<file path="config.mk">
export PLATFORM = sky130hd
export DESIGN_NAME = mix_columns_sequencer
export DESIGN_NICKNAME = d
export VERILOG_FILES = /design/src/rtl/aes_pkg.sv /design/src/rtl/mix_columns_sequencer_galois.sv /design/src/rtl/mix_columns_sequencer.sv
export SDC_FILE = /design/constraint.sdc
export NUM_CORES = 1
export LEC_CHECK = 0
export CORE_UTILIZATION = 40
export DETAILED_ROUTE_END_ITERATION = 7
export SYNTH_ARGS = -nofsm -noshare
export SYNTH_HDL_FRONTEND = slang
export SYNTH_HIERARCHICAL = 1
export SYNTH_SLANG_ARGS = --single-unit
</file>
<file path="constraint.sdc">
create_clock -name clk -period 13.45 [get_ports clk]
set_input_delay 2.69 -clock clk [delete_from_list [all_inputs] [get_ports clk]]
set_output_delay 2.69 -clock clk [all_outputs]
set_load 0.02 [all_outputs]
</file>
<file path="src/rtl/aes_pkg.sv">
// Shared AES definitions: MixColumns sequencer state encoding, widths and
// the GF(2^8) doubling primitive used by the column unit.
package aes_pkg;

    localparam int COL_W    = 32;
    localparam int STATE_W  = 128;
    localparam int NUM_COLS = 4;

    typedef enum logic [1:0] {
        IDLE = 2'd0,
        MIX  = 2'd1,
        DONE = 2'd2
    } mc_state_t;

    // Multiply by x in GF(2^8) modulo x^8+x^4+x^3+x+1 (0x11B).
    function automatic logic [7:0] xtime(input logic [7:0] b);
        return {b[6:0], 1'b0} ^ (b[7] ? 8'h1b : 8'h00);
    endfunction

endpackage

</file>
<file path="src/rtl/mix_columns_sequencer_galois.sv">
// galoisMultiply: combinational MixColumns for one 32-bit column.
// Byte 0 of the column sits in the MSBs. 3*b is formed as xtime(b)^b.
module galoisMultiply
    import aes_pkg::*;
(
    input  logic [COL_W-1:0] col_i,
    output logic [COL_W-1:0] col_o
);

    logic [7:0] a0, a1, a2, a3;

    assign a0 = col_i[31:24];
    assign a1 = col_i[23:16];
    assign a2 = col_i[15:8];
    assign a3 = col_i[7:0];

    // Circulant matrix rows {2,3,1,1}; all arithmetic stays 8 bits wide.
    assign col_o[31:24] = xtime(a0) ^ xtime(a1) ^ a1 ^ a2 ^ a3;
    assign col_o[23:16] = a0 ^ xtime(a1) ^ xtime(a2) ^ a2 ^ a3;
    assign col_o[15:8]  = a0 ^ a1 ^ xtime(a2) ^ xtime(a3) ^ a3;
    assign col_o[7:0]   = xtime(a0) ^ a0 ^ a1 ^ a2 ^ xtime(a3);

endmodule

</file>
<file path="src/rtl/mix_columns_sequencer.sv">
// mix_columns_sequencer: AES MixColumns over a 128-bit state, one column per
// clock through a single shared column unit. Final-round blocks may bypass.
module mix_columns_sequencer
    import aes_pkg::*;
#(
    parameter int NUM_COLS  = 4,
    parameter bit BYPASS_EN = 1'b1
) (
    input  logic         clk,
    input  logic         rst,
    input  logic         inValid,
    output logic         inReady,
    input  logic [127:0] inState,
    input  logic         inBypass,
    output logic         outValid,
    input  logic         outReady,
    output logic [127:0] outState,
    output logic         busy,
    output logic [1:0]   colIdx
);

    generate
        if (NUM_COLS != 4) begin : g_bad_num_cols
            $error("mix_columns_sequencer: NUM_COLS must be 4");
        end
    endgenerate

    mc_state_t          state_q, state_d;
    logic [1:0]         col_q, col_d;
    logic [STATE_W-1:0] src_q, res_q;
    logic [COL_W-1:0]   mix_in, mix_out;
    logic [6:0]         col_lsb;
    logic               take_bypass;

    // With BYPASS_EN clear the inBypass pin never reaches the FSM.
    assign take_bypass = BYPASS_EN && inBypass;

    // Column c lives at bits [127-32c -: 32]; (3-c) on 2 bits is ~c.
    assign col_lsb = {~col_q, 5'd0};
    assign mix_in  = src_q[col_lsb +: COL_W];

    galoisMultiply u_col (
        .col_i (mix_in),
        .col_o (mix_out)
    );

    // Next-state: accept in IDLE, walk four columns in MIX, hold in DONE.
    always_comb begin
        state_d = state_q;
        col_d   = col_q;
        case (state_q)
            IDLE: begin
                if (inValid) begin
                    state_d = take_bypass ? DONE : MIX;
                    col_d   = 2'd0;
                end
            end
            MIX: begin
                if (col_q == 2'd3) begin
                    state_d = DONE;
                    col_d   = 2'd0;
                end else begin
                    col_d = col_q + 2'd1;
                end
            end
            DONE: begin
                if (outReady) state_d = IDLE;
            end
            default: begin
                state_d = IDLE;
                col_d   = 2'd0;
            end
        endcase
    end

    // FSM state and column counter.
    always_ff @(posedge clk or posedge rst) begin
        if (rst) begin
            state_q <= IDLE;
            col_q   <= 2'd0;
        end else begin
            state_q <= state_d;
            col_q   <= col_d;
        end
    end

    // Source capture on accept; result filled column by column (or whole on bypass).
    always_ff @(posedge clk or posedge rst) begin
        if (rst) begin
            src_q <= '0;
            res_q <= '0;
        end else if (state_q == IDLE && inValid) begin
            src_q <= inState;
            if (take_bypass) res_q <= inState;
        end else if (state_q == MIX) begin
            res_q[col_lsb +: COL_W] <= mix_out;
        end
    end

    // Result is gated to DONE so a half-written state is never visible.
    assign inReady  = (state_q == IDLE) && !rst;
    assign outValid = (state_q == DONE);
    assign outState = outValid ? res_q : '0;
    assign busy     = (state_q != IDLE);
    assign colIdx   = (state_q == MIX) ? col_q : 2'd0;

endmodule
</file>
Word level (Yosys, flattened, before mapping)
Index checks and enable logic that the tools add are counted.
W data, S select, Z words.
{ "word_totals": {"wordCells": 65, "in_bits": 133, "output_inout_bits": 133, "reg_bits": 260} }
{ "classes": {"n_reduce_logical": 9, "n_eq_ne": 7, "n_mux": 18, "addsub": 2, "n_bitwise": 22, "shift": 3} }
{ "op_table": {"columns": ["operator", "count"], "rows": [
  ["$mux W128", 4],
  ["$xor A8 B8 Y8", 19],
  ["$bwmux W128", 1],
  ["$shift A32 B9 Y128 const A", 1],
  ["$shiftx A128 B8 Y32", 1],
  ["$shiftx A32 B9 Y128", 1],
  ["$mux W5", 4],
  ["$mux W2", 7],
  ["$pmux W2 S3", 2],
  ["$neg A7 Y9", 1],
  ["$xor A8 B5 Y8", 1],
  ["$ne A2 B2 Y1 const B", 3],
  ["$eq A2 B2 Y1 const B", 2],
  ["$reduce_and A2 Y1", 2],
  ["$reduce_bool A2 Y1", 2],
  ["$reduce_and A3 Y1", 1],
  ["$add A2 B1 Y2 const B", 1],
  ["$eq A2 B1 Y1 const B", 1],
  ["$logic_and A1 B1 Y1", 2],
  ["$logic_not A2 Y1", 1],
  ["$ne A2 B1 Y1 const B", 1],
  ["$not A2 Y2", 1],
  ["$logic_not A1 Y1", 1],
  ["$not A1 Y1", 1]
]} }

Longest topological paths before layout
Gate-level depths: netlist of run 1.
{ "depth": {"depth_word": 12, "mapped_depth": 9, "depth_no_buf": 6} }

Modules after synthesis
The synthesis of run 1 kept the hierarchy.
{ "modules_own_cells": {"columns": ["mod", "n_inst", "seq_area_each_um2", "area_per_inst_um2", "cells_per_inst"], "rows": [
  ["mix_columns_sequencer", 1, 6506.2, 13028.7, 954],
  ["galoisMultiply", 1, 0.0, 988.4, 110]
]} }

Least setup slack after synthesis of run 1
OpenSTA, ideal clock, no wires.
{ "synth_path": {"path_type": "input port to output port", "from": "input rst", "to": "output inReady", "required_ns": 10.760, "path_stages": 1, "setup_slack_ns": 7.777, "t_arrival_ns": 2.983, "path_buffers": 0, "cell_sequence": "nor2_1"} }
{ "synth_between": {"elab_chain_len": 2} }
{ "synth_rtl": {"columns": ["element", "line", "text"], "rows": [
  ["from (decl)", "mix_columns_sequencer.sv:10", "input logic rst,"],
  ["$logic_not A1 Y1", "mix_columns_sequencer.sv:101", "assign inReady = (state_q == IDLE) && !rst;"],
  ["$logic_and A1 B1 Y1", "mix_columns_sequencer.sv:101", null],
  ["to (decl)", "mix_columns_sequencer.sv:12", "output logic inReady,"]
]} }
No other way between the ends.

Final worst setup path of run 1
Ends and elaborated chain as after synthesis.

==> summary.md, run 1 <==
| Metric | Value |
|---|---|
| RSZ-0062 raised after global routing | no |
| # setup viols final | 0 |
| Asr flop ratio synth | 100% |
| Final nets | 1,410 |
| Placed cell count | 1,696 |
| Grt total ovfl | 0 |
| I/O pin count | around 270 |
| Cells after Synth | about 1,100 |
| Layout cells sized above 1 | 28.3% |
| Required time of the critical path | roughly 11 ns |
| Mapped Area | 14,000 sq um |
| Share of the yosys chip area belonging to registers | between 40% and 50% |
| Post-route setup slack | 6.65 ns |
| Worst slew margin | about 17% |
| PortBufs | roughly 270 |
| Skew final | 0.0108 ns |
| Crit Path Max Fanout | 2 |
| Core area | 34,500 sq um |
| Count of different cell masters after synthesis | 29 |
| Fin cells | between 1,500 and 2,000 |
| GR Layer Usage met2 | 39.1% |
| Tmin final | between 6 and 7 ns |
| Worst Hold Class | flop to flop |
| TNS Setup | 0 ns |
| Setup bufs post-CTS | 0 |
| Commonest cells after routing, fill and taps aside | clkdlybuf4s50_1 (265), dfrtp_1 (257), mux2_2 (256) |
| TritonRoute pass-1 iters | 5 |
| Fillcell total | 3,076 |
| Sink Count | 260 |
| Vias per std cell | 5.79 |
| Detailed placer's ending HPWL | 29,600 microns |
| Clock Tree Root | clkbuf_16 |
| Die Area | 35,800 sq um |
| WHS | 0.500 ns |
| Setup crit start kind | input pin |
| Sequential cell area | approximately 6500 sq um |
| Flop2flop setup slack | 9.78 ns |
| Yosys reg bits | 260 |
| Worst slew pin tran | around 1.2 ns |
| Final hold violation count | 0 |
| Final worst path period share | 50.6% |
| CP Class | input pin to primary output |
| CP Capture Type | primary output |
| CTS tree | done |
| Clk buf depth | 3 |
| Worst path arrival time | between 4 and 5 ns |
| Clock-pin transition on the worst setup and hold timing paths | 0.06 ns |
| Slew Limit Fails | 0 |
| Syn avg cell area | 13.2 sq um |
| Starting Density | 40.6% |
| Grt peak-use layer | met2 |
| Routability cong. | about 0.82 |
| Detail Route Antenna Nets | 0 |
| Yosys warning total | 6 |
| TritonCTS Buffers | 29 |
| M1 GR Usage | 34.8% |
| Initial antenna violation count | 1 |
| Starting DRT DRC Count | 772 |
| Largest net degree at the start of global routing | approximately 150 |
| Die W | 189 microns |
| Post-CTS Resized | 0 |
| Multi-input gate area | approximately 7000 sq um |
| GRT Total Usage | 24.6% |
| Std-Cell Rows | 68 |
| Global-route wire length before repair | around 66,000 microns |
| ANT cells | 0 |
| CTS H-tree lvls | 1 |
| Die Y | 189 microns |
| Outcome | completed |
| Avg WL per Cell | 25.5 microns |
| Most common cell after layout, fill and taps aside | clkdlybuf4s50_1 |
| Fraction of met3 tracks used by global routing | approximately 3.6% |
| Top FF cell, synth | dfrtp_1 |
| Final Routed Wirelength | 44,500 microns |
| Hold-fix buffers, CTS | 0 |
| Synthesized Nets | between 1,000 and 1,500 |
| Vias after detailed routing | 10,100 |
| Vias in the first global route | 10,400 |
| Clk Latency, worst-skew pair | between 0.5 and 0.6 ns |
| Area Overhead vs Synth | 27.6% |
| Fmax | roughly 150 MHz |
| DP Worst Slack | 6.62 ns |
| Max Cap Viol | 0 |
| DRC violations left | 0 |
| Post-synth EDFFs | 0 |
## logic make-up (layout without fill, tap and decap cells)
kind of cell / count (synthesis) / in the layout / share of synthesized area [%]
buf+inv: 113 / 341 / 4.08
fa+ha+maj: 5 / 5 / 0.446
flops: 260 / 260 / 46.4
mux: 288 / 288 / 25.7
xor+xnor: 108 / 108 / 6.98
simple gates: 153 / 153 / 6.78
compound gates: 137 / 137 / 9.59
## per-stage QoR
stage / cell area [sq um] / utilization [%]
after global routing: 17900 / 51.8
final: 17900 / 51.8
after floorplan: 14000 / -
after global placement: 16900 / 49.0
after detailed placement: 16900 / 49.0
after CTS: 17900 / 51.8
## final timing paths
path / start / to / cells past startpoint
max: rst / inReady / 3
min: src_q[61] / src_q[61] / 1
max reg2reg: col_q[0] / res_q[92] / 7
min reg2reg: src_q[61] / src_q[61] / 1
max in group asynchronous: rst / src_q[120] / 3
min in group asynchronous: rst / res_q[126] / 2
## layout make-up
cell class	instances	share of cell area [%]
clock buffers	42	4.67
inverters	5	0.154
clock inverters	9	0.693
well taps	455	3.18
multi-input cells	691	39.2
flip-flops and latches	260	36.4
repair buffers	285	15.7
## Yosys cell counts, types with 2 or more instances
| cell type | instances | area share (%) |
|---|---|---|
| buf_2 | 28 | 1.0 |
| mux4_2 | 32 | 5.1 |
| o21ai_1 | 4 | 0.14 |
| and3_1 | 128 | 5.7 |
| inv_1 | 4 | 0.11 |
| a32o_1 | 130 | 9.3 |
| nand2_1 | 6 | 0.16 |
| mux2_2 | 256 | 21 |
| xnor2_1 | 90 | 5.6 |
| nor2_1 | 6 | 0.16 |
| clkbuf_1 | 65 | 1.7 |
| dfrtp_1 | 260 | 46 |
| and4b_1 | 2 | 0.14 |
| xor2_1 | 16 | 1.0 |
| ha_1 | 5 | 0.45 |
| and2_1 | 4 | 0.18 |
| nor3_1 | 2 | 0.071 |
| buf_6 | 15 | 1.2 |
## worst max-delay path, cell delays in order
cell	delay (ns)
clkdlybuf4s50_1	0.56
nor2_1	0.17
clkdlybuf4s50_1	0.69
## sequential cells by signal (all words and copies together), names as in the netlist
| register | cells |
|---|---|
| state_q | 2 |
| res_q | 128 |
| col_q | 2 |
| src_q | 128 |
## routing by layer
layer	part of all wire (%)	up-vias
met4	2.8	0
li1	-	4454
met5	0	-
met2	46	333
met1	46	5263
met3	5.5	69
Power of run 1 is not shown: default switching activity piles up to over one toggle a cycle in this logic, so the estimate is an artifact.
==> run 2, diff against run 1 <==
--- a/config.mk
+++ b/config.mk
@@ -7,6 +7,7 @@
 export LEC_CHECK = 0
 export CORE_UTILIZATION = 40
 export DETAILED_ROUTE_END_ITERATION = 7
+export PLACE_DENSITY = 0.67
 export SYNTH_ARGS = -nofsm -noshare
 export SYNTH_HDL_FRONTEND = slang
 export SYNTH_HIERARCHICAL = 1
==> constraint.sdc (replaced) <==
create_clock -name clk -period 6.1 [get_ports clk]
set_input_delay 1.22 -clock clk [delete_from_list [all_inputs] [get_ports clk]]
set_output_delay 1.22 -clock clk [all_outputs]
set_load 0.02 [all_outputs]
==> summary.md, run 2 (synthesis results as in run 1) <==
| Metric | Value |
|---|---|
| Layout cells sized above 1 | 28.0% (was 28.3%) |
| Final Routed Wirelength | 43,400 microns (was 44,500 microns) |
| Fillcell total | 3,036 (was 3,076) |
| Initial antenna violation count | 1 (unchanged) |
| Detail Route Antenna Nets | 0 (unchanged) |
| Final nets | 1,410 (unchanged) |
| Commonest cells after routing, fill and taps aside | clkdlybuf4s50_1 (265), dfrtp_1 (257), mux2_2 (256) (unchanged) |
| Reg2Reg Launch Point | col_q[0] (unchanged) |
| Std-Cell Rows | 68 (unchanged) |
| Crit Path Max Fanout | 70 (was 2) |
| Biggest regs | res_q x128, src_q x128 (unchanged) |
| Clk Latency, worst-skew pair | 0.54 ns (was 0.55 ns) |
| Hold-fix buffers, CTS | 0 (unchanged) |
| Fin util | 51.7% (was 51.8%) |
| GRT Total Usage | 24.0% (was 24.6%) |
| Sequential cell area | 6510 sq um (unchanged) |
| DRC violations left | 0 (unchanged) |
| GR Layer Usage met2 | 37.5% (was 39.1%) |
| PortBufs | 265 (unchanged) |
| Die W | 189 microns (unchanged) |
| # setup viols final | 0 (unchanged) |
| TNS Setup | 0 ns (unchanged) |
| Final worst path period share | 72.4% |
| TritonRoute pass-1 iters | 5 (unchanged) |
| Final hold violation count | 0 (unchanged) |
| CP Capture Type | primary output (unchanged) |
| Multi-input gate area | 7010 sq um (unchanged) |
| Routability cong. | 0.875 (was 0.820) |
| Slew Limit Fails | 0 (unchanged) |
| CP Class | flop to primary output (was input pin to primary output) |
| Largest net degree at the start of global routing | 159 (was 147) |
| Fin cells | 1,748 (was 1,747) |
| Slowest stage delay, CP | 0.68 ns (was 0.69 ns) |
| Avg WL per Cell | 24.8 microns (was 25.5 microns) |
| Area Overhead vs Synth | 27.5% (was 27.6%) |
| CP Launch Point | state_q[0] (was rst) |
| Critical-path cell list | clkinv_2 -> buf_4 -> and3_1 -> clkdlybuf4s50_1 (was clkdlybuf4s50_1 -> nor2_1 -> clkdlybuf4s50_1) |
| Skew final | 0.00939 ns (was 0.0108 ns) |
| Max Cap Viol | 0 (unchanged) |
| Grt total ovfl | 0 (unchanged) |
| Outcome | completed (unchanged) |
| Most common cell after layout, fill and taps aside | clkdlybuf4s50_1 (unchanged) |
| Required time of the critical path | 4.88 ns (was 10.76 ns) |
| Grt peak-use layer | met2 (unchanged) |
| Clock-pin transition on the worst setup and hold timing paths | 0.06 ns (about the same) |
| Vias after detailed routing | 10,200 (was 10,100) |
| Worst slew margin | 25.8% (was 16.6%) |
| Post-CTS Resized | 0 (unchanged) |
| Tmin final | 4.41 ns |
| Fmax | around 230 MHz |
| CP max stage cell | clkinv_2 (was clkdlybuf4s50_1) |
| Die Y | 189 microns (unchanged) |
| Setup bufs post-CTS | 0 (unchanged) |
| Vias in the first global route | 10,400 (about the same) |
| Placed cell count | 1,697 (was 1,696) |
| Die Area | 35,800 sq um (unchanged) |
| Vias per std cell | 5.81 (was 5.79) |
| Starting Density | 40.6% (unchanged) |
| WHS | 0.497 ns (was 0.500 ns) |
| Setup crit start kind | flop (was input pin) |
| Clock Tree Root | clkbuf_16 (unchanged) |
| I/O pin count | 266 (unchanged) |
| CTS tree | done (unchanged) |
| Core area | 34,500 sq um (unchanged) |
| Global-route wire length before repair | 65,200 microns (was 66,400 microns) |
| Fraction of met3 tracks used by global routing | 3.80% (was 3.56%) |
| TritonCTS Buffers | 28 (was 29) |
| RSZ-0062 raised after global routing | no (unchanged) |
| CTS H-tree lvls | 1 (unchanged) |
| Worst Hold Class | flop to flop (unchanged) |
| Sink Count | 260 (unchanged) |
| Clk buf depth | 3 (unchanged) |
| Starting DRT DRC Count | 823 (was 772) |
| Worst path arrival time | 3.19 ns (was 4.11 ns) |
| Hold path start | res_q[119] (was src_q[61]) |
| Detailed placer's ending HPWL | 29,800 microns (was 29,600 microns) |
| M1 GR Usage | 34.7% (was 34.8%) |
| Worst slew pin tran | 1.11 ns (was 1.25 ns) |
## run 2: changes by cell type in the layout (fill, tap and decap cells not counted)
cell	previous run	this run
clkbuf_1	7	10
buf_12	0	2
buf_4	20	19
bufinv_16	3	2
clkbuf_8	6	5
clkinv_2	6	5
clkinv_4	1	0
clkinvlp_4	0	1
diode_2	0	1
inv_8	1	0
## run 2: per-layer routing
layer,part of all wire [%],vias up
met1,45,5218
met4,2.4,0
met5,0,-
met2,45,408
met3,7.1,69
li1,-,4456
## run 2: worst max-delay path, delay by kind of cell, from the launching register on
kind,cells,cell delay (ns)
DFF,1,0.55
and+or+nand+nor,1,0.27
buffers and inverters,3,1.79
## run 2: stage by stage
stage | instance area, sq um | setup slack (ns)
floorplan | 14000 | 1.45
global placement | 17000 | 2.32
detailed placement | 17000 | 2.29
CTS | 17900 | 1.70
global route | 17900 | 1.45
finish | 17900 | 1.69
## run 2: worst paths after layout
path | to | slack [ns] | cells after the start
worst max-delay path | outState[113] | 1.69 | 4
worst min-delay path | res_q[119] | 0.50 | 1
worst max register to register | res_q[84] | 2.34 | 7
worst min register to register | res_q[119] | 0.50 | 1
max in group asynchronous | res_q[86] | 3.79 | 3
min in group asynchronous | res_q[34] | 1.08 | 2
## run 2: area by class of cell
cell class,instances,area share (%)
multi-input combinational,691,39.2
timing repair buffer,286,15.9
clock buffer,44,4.66
tap,455,3.19
sequential,260,36.5
antenna,1,0.0140
clock inverter,6,0.448
inverter,5,0.133
Power of run 2 is left out for the same reason.
